==> config.mk <==
export PLATFORM = sky130hd
export DESIGN_NAME = tdm_demux4
export DESIGN_NICKNAME = d
export VERILOG_FILES = /design/src/rtl/tdm_demux4.sv
export SDC_FILE = /design/constraint.sdc
export NUM_CORES = 1
export LEC_CHECK = 0
export BUFFER_PORTS_ARGS = -buffer_cell sky130_fd_sc_hd__buf_2
export CORE_AREA = 10 10 48 50
export CTS_BUF_LIST = sky130_fd_sc_hd__clkbuf_4 sky130_fd_sc_hd__clkbuf_8 sky130_fd_sc_hd__clkbuf_16
export DETAILED_ROUTE_END_ITERATION = 16
export DIE_AREA = 0 0 58 60
export PLACE_DENSITY = 0.78
export SYNTH_ARGS = -nofsm -noshare
export SYNTH_HDL_FRONTEND = slang
export SYNTH_SLANG_ARGS = --single-unit
==> constraint.sdc <==
create_clock -name clk -period 2.4 [get_ports clk]
set_clock_uncertainty 0.15 [all_clocks]
set_input_delay 0.12 -clock clk [delete_from_list [all_inputs] [get_ports clk]]
set_output_delay 0.12 -clock clk [all_outputs]
set_load 0.1 [all_outputs]
==> src/rtl/tdm_demux4.sv <==
// tdm_demux4: rebuilds a 4-lane word from a 4:1 TDM serial link, one lane per valid beat.
// A beat with sync=1 is always lane 0. Define TDM_DEMUX_PARITY_EN to expect one extra
// even-parity beat after lane 3; without it parity_err is tied low.
module tdm_demux4 #(
   parameter int unsigned WIDTH = 1
) (
   input  logic                 clk,
   input  logic                 rst_n,
   input  logic [WIDTH-1:0]     din,
   input  logic                 din_valid,
   input  logic                 sync,
   output logic [1:0]           S,
   output logic [4*WIDTH-1:0]   Y,
   output logic                 y_valid,
   output logic                 frame_err,
   output logic                 parity_err
);

   localparam int unsigned YW = 4 * WIDTH;

`ifdef TDM_DEMUX_PARITY_EN
   // Lane 3 is held too, so the word is complete while the parity beat is awaited.
   localparam int unsigned NLANE = 4;
   typedef enum logic [1:0] {IDLE, COLLECT, PARITY} state_e;
`else
   // Lane 3 is taken straight from din on its own beat, so only three lanes are stored.
   localparam int unsigned NLANE = 3;
   typedef enum logic [0:0] {IDLE, COLLECT} state_e;
`endif

   state_e                        state_q, state_d;
   logic [1:0]                    s_q, s_d;
   logic [NLANE-1:0][WIDTH-1:0]   lane_q, lane_d;
   logic [YW-1:0]                 y_q, y_d;
   logic                          y_valid_q, y_valid_d;
   logic                          frame_err_q, frame_err_d;
`ifdef TDM_DEMUX_PARITY_EN
   logic                          parity_err_q, parity_err_d;
`endif

   // Next-state logic: one step per valid beat; invalid cycles change nothing but the pulses.
   always_comb begin
      state_d     = state_q;
      s_d         = s_q;
      lane_d      = lane_q;
      y_d         = y_q;
      y_valid_d   = 1'b0;
      frame_err_d = 1'b0;
`ifdef TDM_DEMUX_PARITY_EN
      parity_err_d = 1'b0;
`endif
      if (din_valid) begin
         case (state_q)
            IDLE: begin
               if (sync) begin
                  lane_d    = '0;
                  lane_d[0] = din;
                  s_d       = 2'd1;
                  state_d   = COLLECT;
               end
            end
            COLLECT: begin
               if (sync) begin
                  // Sync in mid-frame: drop the partial frame and restart at lane 0.
                  frame_err_d = 1'b1;
                  lane_d      = '0;
                  lane_d[0]   = din;
                  s_d         = 2'd1;
               end else if (s_q == 2'd3) begin
`ifdef TDM_DEMUX_PARITY_EN
                  lane_d[3] = din;
                  s_d       = 2'd0;
                  state_d   = PARITY;
`else
                  y_d       = {din, lane_q};
                  y_valid_d = 1'b1;
                  s_d       = 2'd0;
                  state_d   = IDLE;
`endif
               end else begin
                  for (int unsigned k = 1; k < NLANE; k++) begin
                     if (s_q == 2'(k)) lane_d[k] = din;
                  end
                  s_d = s_q + 2'd1;
               end
            end
`ifdef TDM_DEMUX_PARITY_EN
            PARITY: begin
               if (sync) begin
                  frame_err_d = 1'b1;
                  lane_d      = '0;
                  lane_d[0]   = din;
                  s_d         = 2'd1;
                  state_d     = COLLECT;
               end else begin
                  if (din[0] == (^lane_q)) begin
                     y_d       = lane_q;
                     y_valid_d = 1'b1;
                  end else begin
                     parity_err_d = 1'b1;
                  end
                  s_d     = 2'd0;
                  state_d = IDLE;
               end
            end
`endif
            default: begin
               state_d = IDLE;
               s_d     = 2'd0;
            end
         endcase
      end
   end

   // State, lane and output registers.
   always_ff @(posedge clk or negedge rst_n) begin
      if (!rst_n) begin
         state_q     <= IDLE;
         s_q         <= 2'd0;
         lane_q      <= '0;
         y_q         <= '0;
         y_valid_q   <= 1'b0;
         frame_err_q <= 1'b0;
`ifdef TDM_DEMUX_PARITY_EN
         parity_err_q <= 1'b0;
`endif
      end else begin
         state_q     <= state_d;
         s_q         <= s_d;
         lane_q      <= lane_d;
         y_q         <= y_d;
         y_valid_q   <= y_valid_d;
         frame_err_q <= frame_err_d;
`ifdef TDM_DEMUX_PARITY_EN
         parity_err_q <= parity_err_d;
`endif
      end
   end

   assign S         = s_q;
   assign Y         = y_q;
   assign y_valid   = y_valid_q;
   assign frame_err = frame_err_q;
`ifdef TDM_DEMUX_PARITY_EN
   assign parity_err = parity_err_q;
`else
   assign parity_err = 1'b0;
`endif

endmodule

# [Yosys cells after proc, flatten, opt, wreduce, memory -nomap -nowiden]
# Cells that the tools add are included.
[word_totals] reg_bits=12 inputBits=5 out_inout_bits=9 wordCells=45
[op_classes] n_addsub=1 eq_ne=8 mux=21 bitwise=2 reduce_logical=5
[op_table] operator="$mux 1" count=12
[op_table] operator="$reduce_and 4->1" count=3
[op_table] operator="$mux 2" count=5
[op_table] operator="$ne 3x2->1 const B" count=2
[op_table] operator="$pmux 3 s2" count=1
[op_table] operator="$eq 2x2->1 const B" count=2
[op_table] operator="$ne 2x2->1 const B" count=2
[op_table] operator="$pmux 2 s2" count=1
[op_table] operator="$mux 3" count=1
[op_table] operator="$ne 3x3->1 const B" count=1
[op_table] operator="$reduce_and 3->1" count=1
[op_table] operator="$add 2x1->2 const B" count=1
[op_table] operator="$eq 2x1->1 const B" count=1
[op_table] operator="$not 1->1" count=2
[op_table] operator="$pmux 1 s2" count=1
[op_table] operator="$reduce_and 2->1" count=1

# [Logic depth before layout (Yosys ltp)]
[depth] word_depth=5 mapped_depth=5 depth_no_buf=5

# [Worst setup path before layout]
# No wires, ideal clock.
[synth_path] kind="flip-flop to flip-flop" startpoint="reg s_q[1] (netlist: S[1])" endpoint="reg y_q[0] (netlist: Y[0])" setup_time_ns=0.125 arrival_ns=1.850 required_time_ns=2.125 setup_slack_ns=0.274 path_stages_with_launch=5 path_buffers=0 synth_period_minus_slack_ns=2.126 path_cell_list="dfrtp_1 ha_1 and2_1 nand2b_4 mux2_4"
[synth_via] elab_chain_cells=2
[synth_rtl] element="start: declaration" line="32" text="logic [1:0] s_q, s_d;"
[synth_rtl] element="start signal: assignment" line="119" text="s_q <= 2'd0;"
[synth_rtl] element="start signal: assignment" line="129" text="s_q <= s_d;"
[synth_rtl] element="$eq 2x2->1" line="69" text="end else if (s_q == 2'd3) begin"
[synth_rtl] element="$reduce_and 4->1 (no source line)"
[synth_rtl] element="end signal: assignment" line="131" text="y_q <= y_d;"
[synth_rtl] element="end: declaration" line="34" text="logic [YW-1:0] y_q, y_d;"
# Every way passes these cells.
# A chain may end at the register's enable or synchronous reset.

# [Worst setup path in the final report]
[layout_path] startpoint="reg s_q[0] (netlist: S[0])" endpoint="reg y_q[0] (netlist: Y[0])"
# The elaborated chain is that of the path after synthesis.

==> flow_metrics.env <==
export IMPL_cts_root_buf="clkbuf_4"
export IMPL_synth_async_reset_ratio_pct=100
export IMPL_min_period_over_period_pct=65.6
export IMPL_final_max_slew_violation_count=0
export IMPL_hold_slack_ns=0.000789
export IMPL_ys_warnings_count=0
export IMPL_synth_mux_area_share_pct=11.8
export IMPL_cts_buffer_depth=2
export IMPL_setup_viol=0
export IMPL_area_growth_pct=19.3
export IMPL_holdPathEnd="S[1]$_DFFE_PN0P_"
export IMPL_synth_fa_ha_area_share_pct=6.21
export IMPL_antenna_found_initial=0
export IMPL_min_period_ns=1.57
export IMPL_grt_max_degree=13
export IMPL_place_hpwl_um=872
export IMPL_routabilityCongestion=0.833
export IMPL_cp_end_kind="flop"
export IMPL_synth_xor_area_share_pct=0
export IMPL_routed_wl_um=1170
export IMPL_grt_pass1_wl_um=1820
export IMPL_io_pins=14
export IMPL_postSynthAreaPerCell_um2=12.3
export IMPL_track_usage_pct=7.05
export IMPL_grt_setup_unrepaired="false"
export IMPL_yosysSeqAreaShare_pct=49.7
export IMPL_viasPerCell=5.10
export IMPL_synth_area_um2=604
export IMPL_clk_pin_slew_ns=0.08
export IMPL_status="complete, no violations"
export IMPL_reg2reg_to="Y[0]$_DFFE_PN0P_"
export IMPL_path_delay_family="flip-flops"
export IMPL_netlist_instances=49
export IMPL_vias=413
export IMPL_rrSetupSlack_ns=0.83
export IMPL_antennaDiodeCount=0
export IMPL_cp_arrival_ns=1.59
export IMPL_syn_nets=57
export IMPL_final_hold_viol_count=0
export IMPL_critPathRequiredTime_ns=2.42
export IMPL_cts_buffers=3
export IMPL_first_pass_iters=4
export IMPL_multiInputGateArea_um2=259
export IMPL_crit_chain="ha_1 > and2_1 > nand2b_4 > mux2_4"
export IMPL_r2r_start="S[0]$_DFFE_PN0P_"
export IMPL_worst_path_largest_cell_delay_ns=0.43
export IMPL_worstSetupPathType="reg -> reg"
export IMPL_synth_compound_area_share_pct=11.6
export IMPL_n_fill_cell=132
export IMPL_synth_distinct_cells=19
export IMPL_start_kind="flop"
export IMPL_yosys_most_used_dff="dfrtp_1"
export IMPL_min_delay_start="din_valid"
export IMPL_yosys_area_share_simple_pct=12.6
export IMPL_wire_per_inst_um=14.4
export IMPL_initial_core_util_pct=42.1
export IMPL_cts_setup_buffers=0
export IMPL_die_x_um=58
export IMPL_rows=14
export IMPL_dieArea_um2=3480
export IMPL_holdPathStages=2
export IMPL_final_cell_mix="dfrtp_1, buf_2"
export IMPL_ant_nets=0
export IMPL_nets=74
export IMPL_grt_pass1_vias=397
export IMPL_setup_tns_ns=0
export IMPL_drt_iter0_drc=1
export IMPL_cts_tree="done"
export IMPL_max_freq_mhz=636
export IMPL_hp_class="in -> reg"
export IMPL_io_buffers=12
export IMPL_grt_overflow_total=0
export IMPL_synth_edf_count=0
export IMPL_drive_above_1_share_pct=36.9
export IMPL_htree_num_levels=1
export IMPL_clkSinkCount=12
export IMPL_die_h_um=60
export IMPL_drv_cap=0
export IMPL_slowest_stage="dfrtp_1"
export IMPL_r2r_cells=4
export IMPL_synth_top_family_by_area="simple AND/OR/NAND/NOR gates"
export IMPL_crit_fanout=6
export IMPL_route_detailed_drc=0
export IMPL_clk_latency_ns=0.28
export IMPL_core_area_um2=1440
export IMPL_crit_buf_inv=0
export IMPL_seqCellArea_um2=300
export IMPL_synth_seq_cells=12
-- Yosys cell counts (2+ instances only) --
cell      count  area (um2)
nand2_1       4        15.0
dfrtp_1      12         300
o221ai_1      2        17.5
nor4_1        2        12.5
nand2b_4      2        27.5
inv_1         4        15.0
o21ai_0       4        20.0
mux2_4        4        60.1
buf_6         2        22.5
a22o_1        2        17.5
ha_1          3        37.5
-- cell type report --
type,count,area share [%]
Timing Repair Buffer,15,12.5
Multi-Input combinational cell,30,35.9
Inverter,4,2.08
Clock buffer,4,5.03
Tap cell,16,2.78
Sequential cell,12,41.7
-- worst register-to-register path: cells and delay by family, from the launching register on --
family	cells	cell delay [ns]
adders and majority gates	1	0.26
DFF	1	0.43
muxes	1	0.30
and+or+nand+nor	2	0.32
-- kinds of logic (layout without fill, tap and decap cells) --
family                     Yosys count  count (layout)
DFF                                 12              12
AOI/OAI and AO/OA                   10              10
muxes                                5               5
other                                1               1
and+or+nand+nor                     11              11
adders and majority gates            3               3
buffers and inverters                7              23
-- metal layers --
| metal | wire (um) | global-route usage, % |
|---|---|---|
| met3 | 70 | 1.69 |
| met5 | 0 | 0 |
| met2 | 501 | 9.51 |
| met1 | 529 | 7.98 |
| met4 | 65 | 9.06 |
-- metrics by stage --
stage	std cells	util (%)	worst slack [ns]	instance area, um2
after floorplan	49	-	0.274	604
after global placement	74	45.6	0.870	654
after detailed placement	74	45.6	0.844	654
after CTS	81	50.2	0.832	721
after global routing	81	50.2	0.768	721
final	81	50.2	0.827	721
-- sequential cells by signal (all words and copies together), names as in the netlist --
name and cells:
S 2, Y 4, frame_err 1, lane_q 3, state_q 1, y_valid 1
-- repair_timing --
| action | in CTS | in global routing |
|---|---|---|
| hold buffers | 3 | 0 |
| hold endpoints to repair | 17 | 0 |
| gates resized for setup | 0 | 0 |
-- how the worst max path moves through the flow --
stage / from / endpoint / slack, ns / cells past startpoint
after global placement: S[0]$_DFFE_PN0P_ / Y[0]$_DFFE_PN0P_ / 0.87 / 4
after detailed placement: S[0]$_DFFE_PN0P_ / Y[1]$_DFFE_PN0P_ / 0.84 / 4
final: S[0]$_DFFE_PN0P_ / Y[0]$_DFFE_PN0P_ / 0.83 / 4
after global routing: S[0]$_DFFE_PN0P_ / Y[0]$_DFFE_PN0P_ / 0.77 / 4
after floorplan: S[1]$_DFFE_PN0P_ / Y[0]$_DFFE_PN0P_ / 0.27 / 4
after CTS: S[0]$_DFFE_PN0P_ / Y[1]$_DFFE_PN0P_ / 0.83 / 4
Power is not shown: default switching activity piles up to over one toggle a cycle in this logic, so the estimate is an artifact.
